<file path="config.mk">
export PLATFORM = sky130hd
export DESIGN_NAME = afe_tx_streamer_flat
export DESIGN_NICKNAME = d
export VERILOG_FILES = /design/src/rtl/afe_tx_streamer_if.sv /design/src/rtl/afe_tx_streamer.sv /design/src/flat_wrapper.sv
export SDC_FILE = /design/constraint.sdc
export NUM_CORES = 1
export LEC_CHECK = 0
export CAP_MARGIN = 25
export CORE_MARGIN = 2
export CORE_UTILIZATION = 49
export CTS_BUF_LIST = sky130_fd_sc_hd__clkbuf_4 sky130_fd_sc_hd__clkbuf_8
export DETAILED_ROUTE_END_ITERATION = 8
export HOLD_SLACK_MARGIN = 0.12
export PLACE_DENSITY = 0.84
export SLEW_MARGIN = 10
export SYNTH_ARGS = -nofsm -noshare
export SYNTH_HDL_FRONTEND = slang
export SYNTH_SLANG_ARGS = --single-unit
</file>
<file path="constraint.sdc">
create_clock -name clk_i -period 2.45 [get_ports clk_i]
set_input_delay 0.245 -clock clk_i [delete_from_list [all_inputs] [get_ports clk_i]]
set_output_delay 0.245 -clock clk_i [all_outputs]
set_load 0.01 [all_outputs]
</file>
<file path="src/rtl/afe_tx_streamer_if.sv">
// Bus bundle for the AFE TX streamer: L2 read port and AFE output port.
// The master modport is the streamer's view; slave is the L2/AFE side.
interface afe_tx_streamer_if #(
    parameter int L2_AWIDTH_NOAL = 12,
    parameter int AFE_DATA_WIDTH = 32
);
    logic                      l2_req_o;
    logic [L2_AWIDTH_NOAL-1:0] l2_addr_o;
    logic                      l2_gnt_i;
    logic                      l2_rvalid_i;
    logic [31:0]               l2_rdata_i;
    logic                      afe_valid_o;
    logic                      afe_ready_i;
    logic [AFE_DATA_WIDTH-1:0] afe_data_o;

    modport master (
        output l2_req_o, l2_addr_o,
        input  l2_gnt_i, l2_rvalid_i, l2_rdata_i,
        output afe_valid_o, afe_data_o,
        input  afe_ready_i
    );

    modport slave (
        input  l2_req_o, l2_addr_o,
        output l2_gnt_i, l2_rvalid_i, l2_rdata_i,
        input  afe_valid_o, afe_data_o,
        output afe_ready_i
    );
endinterface

</file>
<file path="src/rtl/afe_tx_streamer.sv">
// AFE TX streamer: reads a linear (optionally wrapping) L2 region word by
// word, buffers responses in a small FIFO and presents them to the AFE with
// the channel-ID field overwritten.
//
// state | meaning
// IDLE  | no transfer; start accepted only when no stale responses remain
// RUN   | issuing L2 reads while FIFO + outstanding has room
// DRAIN | all reads issued; waiting for responses and FIFO to empty
module afe_tx_streamer #(
    parameter int L2_AWIDTH_NOAL = 12,
    parameter int L2_TRANS_SIZE  = 16,
    parameter int AFE_DATA_WIDTH = 32,
    parameter int AFE_CHID_LSB   = 28,
    parameter int AFE_CHID_WIDTH = 4,
    parameter int FIFO_DEPTH     = 4
) (
    input  logic                      clk_i,
    input  logic                      rst_i,
    input  logic [L2_AWIDTH_NOAL-1:0] cfg_startaddr_i,
    input  logic [L2_TRANS_SIZE-1:0]  cfg_size_i,
    input  logic                      cfg_continuous_i,
    input  logic [AFE_CHID_WIDTH-1:0] cfg_chid_i,
    input  logic                      cfg_en_i,
    input  logic                      cfg_clr_i,
    output logic                      cfg_en_o,
    output logic [L2_TRANS_SIZE-1:0]  cfg_bytes_left_o,
    output logic                      event_o,
    afe_tx_streamer_if.master         bus
);

    localparam int CW = $clog2(FIFO_DEPTH + 1);
    localparam int PW = $clog2(FIFO_DEPTH);
    localparam logic [CW:0]               DEPTH_EXT = (CW + 1)'(FIFO_DEPTH);
    localparam logic [CW-1:0]             DEPTH_CNT = CW'(FIFO_DEPTH);
    localparam logic [CW-1:0]             CNT_ONE   = CW'(1);
    localparam logic [PW-1:0]             PTR_ONE   = PW'(1);
    localparam logic [L2_AWIDTH_NOAL-1:0] ADDR_STEP = L2_AWIDTH_NOAL'(4);
    localparam logic [L2_TRANS_SIZE-1:0]  WORD_B    = L2_TRANS_SIZE'(4);

    typedef enum logic [1:0] {
        S_IDLE  = 2'd0,
        S_RUN   = 2'd1,
        S_DRAIN = 2'd2
    } state_t;

    state_t                    r_state;
    logic [L2_AWIDTH_NOAL-1:0] r_addr;
    logic [L2_TRANS_SIZE-1:0]  r_bytes_left;
    logic [CW-1:0]             r_outstanding;
    logic [AFE_CHID_WIDTH-1:0] r_chid;
    logic                      r_event;

    logic [31:0]               r_mem [FIFO_DEPTH];
    logic [PW-1:0]             r_wptr;
    logic [PW-1:0]             r_rptr;
    logic [CW-1:0]             r_count;

    logic                      w_fifo_empty;
    logic                      w_fifo_full;
    logic [CW:0]               w_inflight;
    logic                      w_l2_req;
    logic                      w_grant;
    logic                      w_rsp;
    logic                      w_push;
    logic                      w_push_ok;
    logic                      w_pop;
    logic                      w_last;
    logic                      w_start;
    logic [AFE_DATA_WIDTH-1:0] w_afe_data;

    assign w_fifo_empty = (r_count == '0);
    assign w_fifo_full  = (r_count == DEPTH_CNT);
    // Buffered plus in-flight words never exceed the FIFO, so responses always fit.
    assign w_inflight   = {1'b0, r_count} + {1'b0, r_outstanding};
    assign w_l2_req     = (r_state == S_RUN) && (w_inflight < DEPTH_EXT);
    assign w_grant      = w_l2_req && bus.l2_gnt_i;
    // Responses with nothing outstanding (e.g. left over from before a reset) are ignored.
    assign w_rsp        = bus.l2_rvalid_i && (r_outstanding != '0);
    // In IDLE every remaining response belongs to an aborted transfer.
    assign w_push       = w_rsp && (r_state != S_IDLE) && !cfg_clr_i;
    assign w_pop        = !w_fifo_empty && bus.afe_ready_i;
    assign w_push_ok    = w_push && (!w_fifo_full || w_pop);
    assign w_last       = (r_bytes_left == WORD_B);
    assign w_start      = (r_state == S_IDLE) && cfg_en_i && !cfg_clr_i &&
                          (cfg_size_i != '0) && (r_outstanding == '0);

    // Output word is the FIFO head with the channel-ID field replaced.
    always_comb begin
        w_afe_data = '0;
        if (!w_fifo_empty) begin
            w_afe_data = r_mem[r_rptr];
            w_afe_data[AFE_CHID_LSB +: AFE_CHID_WIDTH] = r_chid;
        end
    end

    assign cfg_en_o         = (r_state != S_IDLE);
    assign cfg_bytes_left_o = r_bytes_left;
    assign event_o          = r_event;
    assign bus.l2_req_o     = w_l2_req;
    assign bus.l2_addr_o    = r_addr;
    assign bus.afe_valid_o  = !w_fifo_empty;
    assign bus.afe_data_o   = w_afe_data;

    // Transfer sequencing, address/byte counters and outstanding-read tracking.
    always_ff @(posedge clk_i) begin
        if (rst_i) begin
            r_state       <= S_IDLE;
            r_addr        <= '0;
            r_bytes_left  <= '0;
            r_outstanding <= '0;
            r_chid        <= '0;
            r_event       <= 1'b0;
        end else begin
            r_event <= 1'b0;
            // Aborted reads still return, so grants and responses are counted regardless of clear.
            case ({w_grant, w_rsp})
                2'b10:   r_outstanding <= r_outstanding + CNT_ONE;
                2'b01:   r_outstanding <= r_outstanding - CNT_ONE;
                default: r_outstanding <= r_outstanding;
            endcase
            if (cfg_clr_i) begin
                r_state      <= S_IDLE;
                r_bytes_left <= '0;
            end else begin
                case (r_state)
                    S_IDLE: begin
                        if (w_start) begin
                            r_state      <= S_RUN;
                            r_addr       <= cfg_startaddr_i;
                            r_bytes_left <= cfg_size_i;
                            r_chid       <= cfg_chid_i;
                        end
                    end
                    S_RUN: begin
                        if (w_grant) begin
                            if (w_last && cfg_continuous_i) begin
                                r_addr       <= cfg_startaddr_i;
                                r_bytes_left <= cfg_size_i;
                                r_event      <= 1'b1;
                            end else if (w_last) begin
                                r_addr       <= r_addr + ADDR_STEP;
                                r_bytes_left <= '0;
                                r_state      <= S_DRAIN;
                            end else begin
                                r_addr       <= r_addr + ADDR_STEP;
                                r_bytes_left <= r_bytes_left - WORD_B;
                            end
                        end
                    end
                    S_DRAIN: begin
                        if ((r_outstanding == '0) && w_fifo_empty && !bus.l2_rvalid_i) begin
                            r_state <= S_IDLE;
                            r_event <= 1'b1;
                        end
                    end
                    default: r_state <= S_IDLE;
                endcase
            end
        end
    end

    // FIFO pointers and occupancy; clear flushes everything at once.
    always_ff @(posedge clk_i) begin
        if (rst_i || cfg_clr_i) begin
            r_wptr  <= '0;
            r_rptr  <= '0;
            r_count <= '0;
        end else begin
            if (w_push_ok) r_wptr <= r_wptr + PTR_ONE;
            if (w_pop)     r_rptr <= r_rptr + PTR_ONE;
            case ({w_push_ok, w_pop})
                2'b10:   r_count <= r_count + CNT_ONE;
                2'b01:   r_count <= r_count - CNT_ONE;
                default: r_count <= r_count;
            endcase
        end
    end

    // FIFO storage; contents need no reset since the output is gated by occupancy.
    always_ff @(posedge clk_i) begin
        if (w_push_ok && !rst_i && !cfg_clr_i) begin
            r_mem[r_wptr] <= bus.l2_rdata_i;
        end
    end

    // A push into a full FIFO without a pop means the request throttling is broken.
    always_ff @(posedge clk_i) begin
        if (!rst_i && !cfg_clr_i) begin
            assert (!(w_push && w_fifo_full && !w_pop));
        end
    end

endmodule
</file>
<file path="src/flat_wrapper.sv">
// flat-port wrapper written by rule: the top's interface ports become plain ports
module afe_tx_streamer_flat 
#(
    parameter int L2_AWIDTH_NOAL = 12,
    parameter int L2_TRANS_SIZE  = 16,
    parameter int AFE_DATA_WIDTH = 32,
    parameter int AFE_CHID_LSB   = 28,
    parameter int AFE_CHID_WIDTH = 4,
    parameter int FIFO_DEPTH     = 4
)
  (clk_i, rst_i, cfg_startaddr_i, cfg_size_i, cfg_continuous_i, cfg_chid_i, cfg_en_i, cfg_clr_i, cfg_en_o, cfg_bytes_left_o, event_o, bus_l2_req_o, bus_l2_addr_o, bus_l2_gnt_i, bus_l2_rvalid_i, bus_l2_rdata_i, bus_afe_valid_o, bus_afe_data_o, bus_afe_ready_i);
  afe_tx_streamer_if #(.L2_AWIDTH_NOAL(L2_AWIDTH_NOAL), .AFE_DATA_WIDTH(AFE_DATA_WIDTH)) bus_i ();
  input  logic clk_i;
  input  logic rst_i;
  input  logic [L2_AWIDTH_NOAL-1:0] cfg_startaddr_i;
  input  logic [L2_TRANS_SIZE-1:0] cfg_size_i;
  input  logic cfg_continuous_i;
  input  logic [AFE_CHID_WIDTH-1:0] cfg_chid_i;
  input  logic cfg_en_i;
  input  logic cfg_clr_i;
  output logic cfg_en_o;
  output logic [L2_TRANS_SIZE-1:0] cfg_bytes_left_o;
  output logic event_o;
  output wire logic [$bits(bus_i.l2_req_o)-1:0] bus_l2_req_o;
  output wire logic [$bits(bus_i.l2_addr_o)-1:0] bus_l2_addr_o;
  input wire logic [$bits(bus_i.l2_gnt_i)-1:0] bus_l2_gnt_i;
  input wire logic [$bits(bus_i.l2_rvalid_i)-1:0] bus_l2_rvalid_i;
  input wire logic [$bits(bus_i.l2_rdata_i)-1:0] bus_l2_rdata_i;
  output wire logic [$bits(bus_i.afe_valid_o)-1:0] bus_afe_valid_o;
  output wire logic [$bits(bus_i.afe_data_o)-1:0] bus_afe_data_o;
  input wire logic [$bits(bus_i.afe_ready_i)-1:0] bus_afe_ready_i;
  assign bus_l2_req_o = bus_i.l2_req_o;
  assign bus_l2_addr_o = bus_i.l2_addr_o;
  assign bus_i.l2_gnt_i = bus_l2_gnt_i;
  assign bus_i.l2_rvalid_i = bus_l2_rvalid_i;
  assign bus_i.l2_rdata_i = bus_l2_rdata_i;
  assign bus_afe_valid_o = bus_i.afe_valid_o;
  assign bus_afe_data_o = bus_i.afe_data_o;
  assign bus_i.afe_ready_i = bus_afe_ready_i;
  afe_tx_streamer #(.L2_AWIDTH_NOAL(L2_AWIDTH_NOAL), .L2_TRANS_SIZE(L2_TRANS_SIZE), .AFE_DATA_WIDTH(AFE_DATA_WIDTH), .AFE_CHID_LSB(AFE_CHID_LSB), .AFE_CHID_WIDTH(AFE_CHID_WIDTH), .FIFO_DEPTH(FIFO_DEPTH)) u_core (.clk_i(clk_i), .rst_i(rst_i), .cfg_startaddr_i(cfg_startaddr_i), .cfg_size_i(cfg_size_i), .cfg_continuous_i(cfg_continuous_i), .cfg_chid_i(cfg_chid_i), .cfg_en_i(cfg_en_i), .cfg_clr_i(cfg_clr_i), .cfg_en_o(cfg_en_o), .cfg_bytes_left_o(cfg_bytes_left_o), .event_o(event_o), .bus(bus_i));
endmodule
</file>
; ---- Word level (Yosys, flattened, before mapping)
; Memories as Yosys holds them, arrays and structs flattened. A register that Yosys moved wholly into a read port is not among the register bits.
; Cells that the tools add are included.
[classes]
addsub = 9
muxes = 26
eq_ne = 13
magnitude_cmp = 1
reduce_logical = 37
bitwise = 1
[ops]
columns = op, n
row1 = two-way mux 16 bit, 4
row2 = two-way mux 12 bit, 3
row3 = two-way mux 32 bit, 1
row4 = one-hot mux 16 bit (2 select lines), 1
row5 = one-hot mux 12 bit (2 select lines), 1
row6 = equality test 16 x 3 -> 1 bit (second input constant), 1
row7 = logical AND 1 bit, 16
row8 = nonzero test 16 bit, 1
row9 = subtractor 16 x 3 -> 16 bit (second input constant), 1
row10 = two-way mux 2 bit, 7
row11 = adder 12 x 3 -> 12 bit (second input constant), 1
row12 = one-hot mux 3 bit (2 select lines), 2
row13 = inequality test 2 x 1 -> 1 bit (second input constant), 4
row14 = nonzero test 2 bit, 4
row15 = adder 3 x 1 -> 3 bit (second input constant), 2
row16 = equality test 2 x 1 -> 1 bit (second input constant), 3
row17 = equality test 2 bit (second input constant), 3
row18 = logical NOT 3 bit, 2
row19 = one-hot mux 2 bit (3 select lines), 1
row20 = AND reduction 3 bit, 2
row21 = subtractor 3 x 1 -> 3 bit (second input constant), 2
row22 = logical NOT 1 bit, 5
row23 = two-way mux 1 bit, 5
row24 = AND reduction 5 bit, 1
row25 = other kinds (12), 14
[word_totals]
memories = 1
ramBits = 128
reg_bits = 45
inputBits = 72
[memory_table]
columns = name, depth, word_bits, read_ports, rd_clocked_by_memory_dff, wr, line
row1 = u_core.r_mem, 4, 32, 1, 1, 1, afe_tx_streamer.sv:53  ; logic [31:0] r_mem [FIFO_DEPTH];

; ---- Longest topological paths before layout
; Gate-level depths: netlist of run 1.
[depth]
word_depth = 9
mapped_depth = 11

; ---- Worst setup path before layout of run 1
; No wires, ideal clock.
[synth_path]
kind = flip-flop to flip-flop
startpoint = register u_core.r_bytes_left[2] (netlist: u_core.cfg_bytes_left_o[2])
endpoint = register u_core.r_addr[6] (netlist: u_core.bus.l2_addr_o[6])
required_ns = 2.358
n_path_buf = 4
stages_incl_launch_ff = 11
setup_ns = 0.092
setup_slack_ns = -0.095
arrival_time_ns = 2.453
path_cell_list = dfxtp_1 > ha_1 > or4b_1 > clkbuf_1 > or4_4 > buf_6 > and2_4 > buf_6 > buf_6 > mux2i_1 > o32ai_1
[synth_between]
elab_chain_cells = 5
[synth_lines]
columns = item, line
row1 = from (decl), afe_tx_streamer.sv:48  ; logic [L2_TRANS_SIZE-1:0] r_bytes_left;
row2 = from (signal assigned), afe_tx_streamer.sv:130  ; r_bytes_left <= cfg_size_i;
row3 = from (signal assigned), afe_tx_streamer.sv:138  ; r_bytes_left <= cfg_size_i;
row4 = from (signal assigned), afe_tx_streamer.sv:146  ; r_bytes_left <= r_bytes_left - WORD_B;
row5 = equality test 16 x 3 -> 1 bit, afe_tx_streamer.sv:83  ; assign w_last = (r_bytes_left == WORD_B);
row6 = logical AND 1 bit, afe_tx_streamer.sv:136  ; if (w_last && cfg_continuous_i) begin
row7 = two-way mux 12 bit, afe_tx_streamer.sv:136
row8 = two-way mux 12 bit, afe_tx_streamer.sv:135  ; if (w_grant) begin
row9 = one-hot mux 12 bit (2 select lines), afe_tx_streamer.sv:125  ; case (r_state)
row10 = to (signal assigned), afe_tx_streamer.sv:129  ; r_addr <= cfg_startaddr_i;
row11 = to (signal assigned), afe_tx_streamer.sv:137  ; r_addr <= cfg_startaddr_i;
row12 = to (signal assigned), afe_tx_streamer.sv:141  ; r_addr <= r_addr + ADDR_STEP;
row13 = to (decl), afe_tx_streamer.sv:47  ; logic [L2_AWIDTH_NOAL-1:0] r_addr;
; No other way between the ends. The select of a mux whose other input is x is not followed.
; A chain may end at the register's enable or synchronous reset.

; ---- Final worst setup path of run 1
[layout_path]
startpoint = register u_core.r_count[2]
endpoint = register u_core.r_outstanding[2]
[layout_between]
elab_chain_cells = 6
[layout_lines]
columns = item, line
row1 = from (decl), afe_tx_streamer.sv:56  ; logic [CW-1:0] r_count;
row2 = from (signal assigned), afe_tx_streamer.sv:172  ; 2'b10: r_count <= r_count + CNT_ONE;
row3 = from (signal assigned), afe_tx_streamer.sv:173  ; 2'b01: r_count <= r_count - CNT_ONE;
row4 = from (signal assigned), afe_tx_streamer.sv:174  ; default: r_count <= r_count;
row5 = adder 3 x 3 -> 4 bit (*), afe_tx_streamer.sv:74  ; assign w_inflight = {1'b0, r_count} + {1'b0, r_outstanding};
row6 = less-than comparator 4 x 3 -> 1 bit (*), afe_tx_streamer.sv:75  ; assign w_l2_req = (r_state == S_RUN) && (w_inflight < DEPTH_EXT);
row7 = logical AND 1 bit (*), afe_tx_streamer.sv:75
row8 = logical AND 1 bit (*), afe_tx_streamer.sv:76  ; assign w_grant = w_l2_req && bus.l2_gnt_i;
row9 = equality test 2 x 1 -> 1 bit / equality test 2 bit (equally long branches), afe_tx_streamer.sv:116  ; case ({w_grant, w_rsp})
row10 = one-hot mux 3 bit (2 select lines) / nonzero test 2 bit (equally long branches), n/a
row11 = to (signal assigned), afe_tx_streamer.sv:117  ; 2'b10: r_outstanding <= r_outstanding + CNT_ONE;
row12 = to (signal assigned), afe_tx_streamer.sv:118  ; 2'b01: r_outstanding <= r_outstanding - CNT_ONE;
row13 = to (signal assigned), afe_tx_streamer.sv:119  ; default: r_outstanding <= r_outstanding;
row14 = to (decl), afe_tx_streamer.sv:49  ; logic [CW-1:0] r_outstanding;
; Every way passes the cells marked *; elsewhere a longest branch is shown, timed or not.

==> results list, run 1 <==
- The run finished, with violations left.
- Failing checks: setup timing
- The floorplan step set the die height to 125 um.
- STA classifies the critical path startpoint as a flop.
* Most common library cells after synthesis: 112 x sky130_fd_sc_hd__edfxtp_1, 47 x sky130_fd_sc_hd__dfxtp_1, 39 x sky130_fd_sc_hd__and2_1, 38 x sky130_fd_sc_hd__nor2_1, 31 x sky130_fd_sc_hd__a21oi_1
- Clock-pin slew was measured on the worst setup and hold paths at 0.09 ns.
* Pin count of the biggest net entering global routing: 35
- For this block, the via count after detailed routing is 5291.
- From synthesis to final layout, the design area changed by 33.3%.
* Worst Path Max Fanout: 5
* Length of the first detailed-routing pass in iterations: 5
- The root buffer cell chosen for the clock tree is sky130_fd_sc_hd__clkbuf_8.
- The Yosys step of the flow raised 0 warnings.
- Worst path arrival time: 2.84 ns
* Number of buffers on the longest clock path: 2
- For this run, the total global-route usage over all layers was measured as 0.220.
- Max capacitance violation total: 0
- Std-Cell Core Area: 14400 um2
* Number of antenna violations at the first check in global routing: 0
- CTS tree: done
- The net count of the finished layout is 803.
- After layout, the minimum clock period comes to 2.46 ns.
* Portion of the post-synthesis area used by sequential elements: 0.601
- Iteration-0 DRC Markers: 327
* Initial Util: 0.497
* CTS H-tree lvls: 4
- DP Worst Slack: -0.234 ns
* Unique masters post-synth: 58
- Crit share post-route: 1.00
- The worst hold path was traced through 3 stages.
* Total DRC errors in the routed layout: 0
* Endpoint with the worst hold slack: u_core.bus.l2_addr_o[0]
- The count of final hold-check violations was 0.
- ANT cells: 0
* Number of synthesized flops with an enable pin: 112
- Top-Level Pins: 136
* Share of the synthesized area in the top cell type: 0.469
- Areal power density over the cells: 551 nW/um2
- HPWL reported at the end of detailed placement: 11700 um
* Per-instance average area after synthesis: 13.2 um2
* Setup slack of the worst register-to-register path: -0.006 ns
* Data required time of the worst path: 2.83 ns
* Number of input and output port buffers inserted: 131
* Worst setup slack after layout: -0.00647 ns
- STA classifies the critical path endpoint as a flop.
* Remaining antenna violation count after routing: 0
- Across the VDD grid, the largest voltage drop is 317 uV.
- The routed design has 17400 um of wire.
- Routability-driven placement finished with a final weighted congestion of 0.879.
- Number of placement rows: 44
* Worst setup path class: flop to flop
- After clock tree synthesis, the flow added hold-fix buffers numbering 0.
* Worst-Margin Slew: 0.498 ns
- The die covers 15600 um2.
* Final routed wire length divided by cell count: 19.1 um
* Congestion Overflow GR: 0
- The number of pins with negative max-slew slack in the final report is 0.
* TritonCTS buffer count: 17
- Layout cell share with drive strength beyond 1: 0.195
* Final setup vio count: 1
* FF+latch count, synth: 159
- For the worst flop-to-flop path, the logic depth is 10.
* Synthesized net count: 633
- The startpoint identified for the worst register-to-register timing path is u_core.r_count[2].
- Capture instance of the worst register-to-register path: u_core.r_outstanding[2]
- Worst-case clock skew: 0.0126 ns
- The first global-routing pass estimated 27200 um of wire.
- Cell types with the largest area share after synthesis: sky130_fd_sc_hd__edfxtp_1 47%, sky130_fd_sc_hd__dfxtp_1 13%, sky130_fd_sc_hd__mux4_2 8.8%
* Top_reg_cell synth: sky130_fd_sc_hd__edfxtp_1
- Max Fclk: 407 MHz
- In the post-synthesis netlist, the cell with the most instances is sky130_fd_sc_hd__edfxtp_1.
- Hold Path Origin: cfg_startaddr_i[0]
- The number of global-route vias before repair is 5329.
- Setup repair after global routing could not meet its margin everywhere.
* Cell taking the most area after synthesis: sky130_fd_sc_hd__edfxtp_1
- Worst min-delay path category: input pin to flop
* Post-Route Hold Slack: 0.355 ns
- In this run the cell area of the synthesized design comes to 7170 um2.
- From left edge to right edge, the die measures 125 um.
- Clock network latency to the later pin of the worst-skew pair: 0.45 ns
* Number of sinks handled by clock tree synthesis: 159
* Reported leakage power: 3.45 nW
* Max-slew headroom at the worst pin: 0.664
- Detail-routed via count per cell: 5.81
* Number of cells produced by synthesis: 544
- After synthesis, the share of flip-flops with an asynchronous set or reset is 0.
placed cells by master, fill, tap and decap left out, types with 3 or more instances in the layout:
master                            instances
sky130_fd_sc_hd__a31oi_1                  3
sky130_fd_sc_hd__buf_12                   6
sky130_fd_sc_hd__inv_6                    4
sky130_fd_sc_hd__dfxtp_2                  5
sky130_fd_sc_hd__o21a_1                   4
sky130_fd_sc_hd__clkinvlp_4               3
sky130_fd_sc_hd__mux2i_1                 12
sky130_fd_sc_hd__o32ai_1                  5
sky130_fd_sc_hd__mux4_2                  28
sky130_fd_sc_hd__or4_1                    4
sky130_fd_sc_hd__clkdlybuf4s50_1        105
sky130_fd_sc_hd__buf_4                   42
sky130_fd_sc_hd__nor4_1                   9
sky130_fd_sc_hd__xnor2_1                  4
sky130_fd_sc_hd__dfxtp_4                  4
sky130_fd_sc_hd__dlymetal6s2s_1           9
sky130_fd_sc_hd__and2_1                  39
sky130_fd_sc_hd__o21ai_0                 25
sky130_fd_sc_hd__nor4b_1                  3
sky130_fd_sc_hd__or3_1                    7
sky130_fd_sc_hd__a21boi_0                 5
sky130_fd_sc_hd__clkbuf_8                17
sky130_fd_sc_hd__a21oi_1                 29
sky130_fd_sc_hd__inv_8                    4
sky130_fd_sc_hd__inv_1                   16
sky130_fd_sc_hd__nand2_1                 16
sky130_fd_sc_hd__xor2_1                   5
sky130_fd_sc_hd__dfxtp_1                 38
sky130_fd_sc_hd__nor3_1                  11
sky130_fd_sc_hd__nand4_1                  5
sky130_fd_sc_hd__nand3_1                 10
sky130_fd_sc_hd__dlygate4sd2_1           17
sky130_fd_sc_hd__nand2b_1                10
sky130_fd_sc_hd__a221oi_1                 4
sky130_fd_sc_hd__ha_1                    13
sky130_fd_sc_hd__edfxtp_1               112
sky130_fd_sc_hd__nor2_1                  37
cell families after synthesis:
logic type      share of synthesized area
mux                                 0.105
flops                               0.601
fa+ha+maj                          0.0318
simple gates                        0.131
buf+inv                            0.0297
compound gates                     0.0911
xor+xnor                           0.0110
flip-flops by register name, indices dropped and copies added (netlist names), 3 cells and up, named ones only:
signal                   flops
u_core.r_mem               112
u_core.cfg_bytes_left_o     16
u_core.bus.l2_addr_o        12
u_core.r_chid                4
u_core.r_count               3
u_core.r_outstanding         3
repair_timing:
item / CTS / global route
buffers inserted: 0 / 5
gates resized for setup: 27 / 31
gates cloned: 0 / 2
pin swaps: 1 / 7
setup endpoints to repair: 34 / 46
how the worst max path moves through the flow:
stage	start	end	slack (ns)	depth (start not counted)
floorplan	u_core.cfg_bytes_left_o[8]	u_core.bus.l2_addr_o[4]	-0.01	9
global placement	cfg_continuous_i	u_core.bus.l2_addr_o[7]	-0.19	6
detailed placement	cfg_continuous_i	u_core.bus.l2_addr_o[11]	-0.23	6
CTS	flop	bus_afe_data_o[7]	0.003	4
global route	u_core.r_count[2]	u_core.r_outstanding[2]	-0.1	10
finish	u_core.r_count[2]	u_core.r_outstanding[2]	-0.006	10
routing by layer:
metal / share of wire / vias to the layer above / global-route usage
li1: - / 2419 / -
met1: 0.41 / 2617 / 0.281
met2: 0.52 / 233 / 0.381
met3: 0.058 / 22 / 0.0488
met4: 0.017 / 0 / 0.0634
met5: 0 / - / 0
critical path: stages (launching register included):
cell and delay (ns):
sky130_fd_sc_hd__dfxtp_4 0.37, sky130_fd_sc_hd__ha_4 0.24, sky130_fd_sc_hd__or4b_4 0.57, sky130_fd_sc_hd__nor2_4 0.14, sky130_fd_sc_hd__nand2_2 0.08, sky130_fd_sc_hd__ha_4 0.18, sky130_fd_sc_hd__inv_2 0.05, sky130_fd_sc_hd__fa_2 0.19
sky130_fd_sc_hd__xor2_1 0.08, sky130_fd_sc_hd__or3_1 0.37, sky130_fd_sc_hd__a21oi_2 0.12
metrics by stage:
stage	instance area (um2)	setup TNS, ns	std cells	utilization	power (mW)
2_1_floorplan	7190	-0.0106	544	-	3.17
3_3_place_gp	8960	-1.44	872	0.621	3.41
3_5_place_dp	8960	-2.97	872	0.621	3.43
4_1_cts	9350	0	904	0.648	5.28
5_1_grt	9550	-0.409	911	0.662	5.44
6_report	9550	-0.00647	911	0.662	5.27
report_power, final:
| part | total (mW) | internal [mW] | switching (mW) |
|---|---|---|---|
| Clock | 1.87 | 0.834 | 1.04 |
| Sequential | 2.92 | 2.89 | 0.0276 |
| Combinational | 0.476 | 0.247 | 0.228 |
| Total | 5.27 | 3.97 | 1.30 |
cell type report:
cell class	instances	area (um2)
Clock inverter	15	146
Timing Repair Buffer	181	1780
Clock buffer	17	234
Fill cell	1056	4870
Tap cell	184	230
Inverter	18	67.6
Sequential cell	159	4330
Multi-Input combinational cell	337	2760
Note: power is estimated with default switching activity, not from simulation.
==> run 2: changes to the inputs <==
--- a/config.mk
+++ b/config.mk
@@ -12,7 +12,6 @@
 export DETAILED_ROUTE_END_ITERATION = 8
 export HOLD_SLACK_MARGIN = 0.12
 export PLACE_DENSITY = 0.84
-export SLEW_MARGIN = 10
 export SYNTH_ARGS = -nofsm -noshare
 export SYNTH_HDL_FRONTEND = slang
 export SYNTH_SLANG_ARGS = --single-unit
==> results of run 2 <==
Same layout as run 1: the final DEF is identical, and so are final timing and power.
==> run 3: changes to the inputs <==
--- a/config.mk
+++ b/config.mk
@@ -6,7 +6,6 @@
 export NUM_CORES = 1
 export LEC_CHECK = 0
 export CAP_MARGIN = 25
-export CORE_MARGIN = 2
 export CORE_UTILIZATION = 49
 export CTS_BUF_LIST = sky130_fd_sc_hd__clkbuf_4 sky130_fd_sc_hd__clkbuf_8
 export DETAILED_ROUTE_END_ITERATION = 8
==> results list, run 3 (same netlist as run 1, synthesis figures left out) <==
* Result of the run: completed
- Share of total power in the clock network: 0.368 (+0.012)
- The root buffer cell chosen for the clock tree is sky130_fd_sc_hd__clkbuf_8.
- The share of layout cells above drive strength 1 was 0.197 (+0.00138).
- Post-CTS clock slew at the launch and capture registers of the worst setup and hold paths: 0.09 ns (about the same)
* CTS H-tree lvls: 4 (unchanged)
- Critical path startpoint category: flop
* Reported leakage power: 3.46 nW (+0.48%)
* FF+latch area: 4330 um2 (unchanged)
- The TritonCTS sink count came to 159 (unchanged).
- The DRC violation count after routing came to 0 (unchanged).
* DP Worst Slack: -0.229 ns (+0.00496 ns)
- The area inside the core boundary is 14100 um2 (-2.3%).
* Total Routing Usage GR: 0.241 (+0.0209)
* Most common cell after layout, fill and taps aside: sky130_fd_sc_hd__edfxtp_1
* Worst path arrival time: 2.15 ns (-0.69 ns)
- The part of the power in combinational logic came to 0.087 (-0.003).
- The width of the die came to 123 um (-1.6%).
- The final RePlAce weighted congestion was 0.927 (+5.5%).
* Number of placement rows: 43 (-2.3%)
- Detail-routed via count per cell: 5.80 (-0.15%)
- Height of the die: 123 um (-1.6%)
- The net switching share of the total power is 0.240 (-0.00603).
- The residual antenna-violating net count after detailed routing is 0 (unchanged).
- Final count of pins violating max slew: 0 (unchanged)
- The multi-input logic area is 2740 um2 (-0.63%).
- Count of fill cells added during filler insertion: 993 (-6.0%)
- The number of flip-flops under the largest register name was 112 (unchanged).
- The total routed wirelength is 17400 um (-0.50%).
* Final setup vio count: 0 (-1)
- Largest register by flop count: u_core.r_mem
- Post-route total power: 5.35 mW (+1.6%)
- Die ar.: 15100 um2 (-3.2%)
- Worst-Margin Slew: 0.564 ns (+0.0660 ns)
- The largest clock skew in the final design came to 0.0128 ns (+0.000222 ns).
* Areal power density over the cells: 560 nW/um2 (+1.5%)
- The critical path data required time was 2.20 ns (-0.63 ns).
* Worst Path Max Fanout: 14 (+9)
* Pin count of the biggest net entering global routing: 34 (-2.9%)
- Final routed wire length divided by cell count: 19.1 um (about the same)
- Final total negative setup slack: 0 ns (+0.00647 ns)
- Max capacitance violation total: 0 (unchanged)
- Number of input and output port buffers inserted: 131 (unchanged)
* Post-route cell area: 9560 um2 (about the same)
- Top-Level Pins: 136 (unchanged)
* Number of antenna violations at the first check in global routing: 0 (unchanged)
* HPWL reported at the end of detailed placement: 11600 um (-1.2%)
- The design internal power came to 4.06 mW (+2.4%).
- The first-pass iteration count of the detailed router was 5 (unchanged).
* Peak supply drop: 402 uV (+27%)
- Initial Util: 0.508 (+0.0116)
* P&R area growth vs syn: 33.4% (about the same)
- The standard cell area after detailed placement was 8930 um2 (-0.28%).
- Setup repair after global routing left no endpoint under its margin.
- Final number of hold-violating endpoints: 0 (unchanged)
- The overall overflow remaining after global route is 0 (unchanged).
- Max-slew headroom at the worst pin: 0.621 (-0.0428)
* Total of hold buffers inserted after clock tree synthesis: 0 (unchanged)
- The worst-skew pair later-pin latency came to 0.45 ns (about the same).
* Proportion of power drawn by flip-flops and latches: 0.545 (-0.009)
- The setup slack of the critical path after layout is 0.0593 ns (+0.0657 ns).
- Post-Route Hold Slack: 0.374 ns (+0.0190 ns)
- The top cell types in the final layout, fill and taps aside, are 112 x sky130_fd_sc_hd__edfxtp_1, 100 x sky130_fd_sc_hd__clkdlybuf4s50_1, 41 x sky130_fd_sc_hd__buf_4.
- TritonCTS built the clock tree.
- Total vias in the final route: 5260 (-0.59%)
* Critical path capture point type: primary output
- The wire length of the first global-routing pass was 27200 um (+0.10%).
- TritonCTS buffer count: 17 (unchanged)
- Number of global-route vias before repair: 5369 (+0.75%)
* Worst setup path class: flop to primary output
- Final-stage net count: 803 (unchanged)
- The achievable frequency came to 418 MHz (+2.7%).
- Sw Pwr: 1.29 mW (-0.89%)
- The final clock period utilization by the worst path came to 0.976 (-0.0268).
- The total inserted antenna cells came to 0 (unchanged).
- Min Tclk post-route: 2.39 ns (-0.0657 ns)
- Iteration-0 DRC Markers: 398 (+22%)
* Worst min-delay path category: input pin to flop
- Number of buffers on the longest clock path: 2 (unchanged)
==> run 3: cell types whose count changed in the layout (fill, tap and decap cells not counted), sizes merged <==
| cell | change |
|---|---|
| clkinv | +1 |
| dlymetal6s2s | -1 |
| clkbuf | -1 |
| dlygate4sd2 | +6 |
| bufinv | +1 |
| buf | +1 |
| clkinvlp | -2 |
| clkdlybuf4s50 | -5 |
==> run 3: layer usage <==
metal,GRT usage,share of wire,vias to the layer above
met1,0.299,0.40,2555
met3,0.0512,0.075,33
met5,0,0,-
met2,0.410,0.50,249
li1,-,-,2423
met4,0.0968,0.023,0
==> run 3: final timing paths <==
| kind | from | end | slack (ns) | cells past startpoint |
|---|---|---|---|---|
| max | flop | bus_afe_data_o[13] | 0.06 | 4 |
| min reg2reg | u_core.r_state[1] | u_core.r_state[1] | 0.50 | 2 |
| min | cfg_startaddr_i[0] | u_core.bus.l2_addr_o[0] | 0.37 | 3 |
| max reg2reg | u_core.r_count[2] | u_core.bus.l2_addr_o[0] | 0.08 | 7 |
==> run 3: cell type report <==
cell class,instances,share of cell area
clock buffer,17,0.0245
clock inverter,15,0.0179
inverter,18,0.00707
multi-input combinational,337,0.287
sequential,159,0.453
tap,180,0.0236
timing repair buffer,181,0.187
==> run 3: repair_timing <==
| action | in CTS | in global routing |
|---|---|---|
| resized for setup | 36 | 23 |
| endpoints found under the hold margin | 0 | 0 |
| pin swaps | 2 | 3 |
| endpoints found under the setup margin | 35 | 35 |
| cloned | 1 | 1 |
| setup buffers | 0 | 11 |
==> run 3: power groups by stage <==
stage / Combinational (mW) / Clock [mW] / Sequential (mW)
after floorplan: 0.191 / 0 / 2.98
after global placement: 0.431 / 0 / 2.98
after detailed placement: 0.447 / 0 / 2.98
after CTS: 0.451 / 2.00 / 2.92
after global routing: 0.503 / 2.10 / 2.92
final: 0.468 / 1.97 / 2.92
==> run 3: stage by stage <==
stage / std cells / utilization
final: 907 / 0.678
after global routing: 907 / 0.678
after CTS: 895 / 0.666
after detailed placement: 862 / 0.634
after global placement: 862 / 0.634
after floorplan: 544 / -
==> run 3: worst max-delay path, cell delays in order, from the launching register on <==
cell	delay [ns]
sky130_fd_sc_hd__dfxtp_4	0.40
sky130_fd_sc_hd__buf_16	0.17
sky130_fd_sc_hd__mux4_2	0.49
sky130_fd_sc_hd__and2_1	0.17
sky130_fd_sc_hd__clkdlybuf4s50_1	0.47
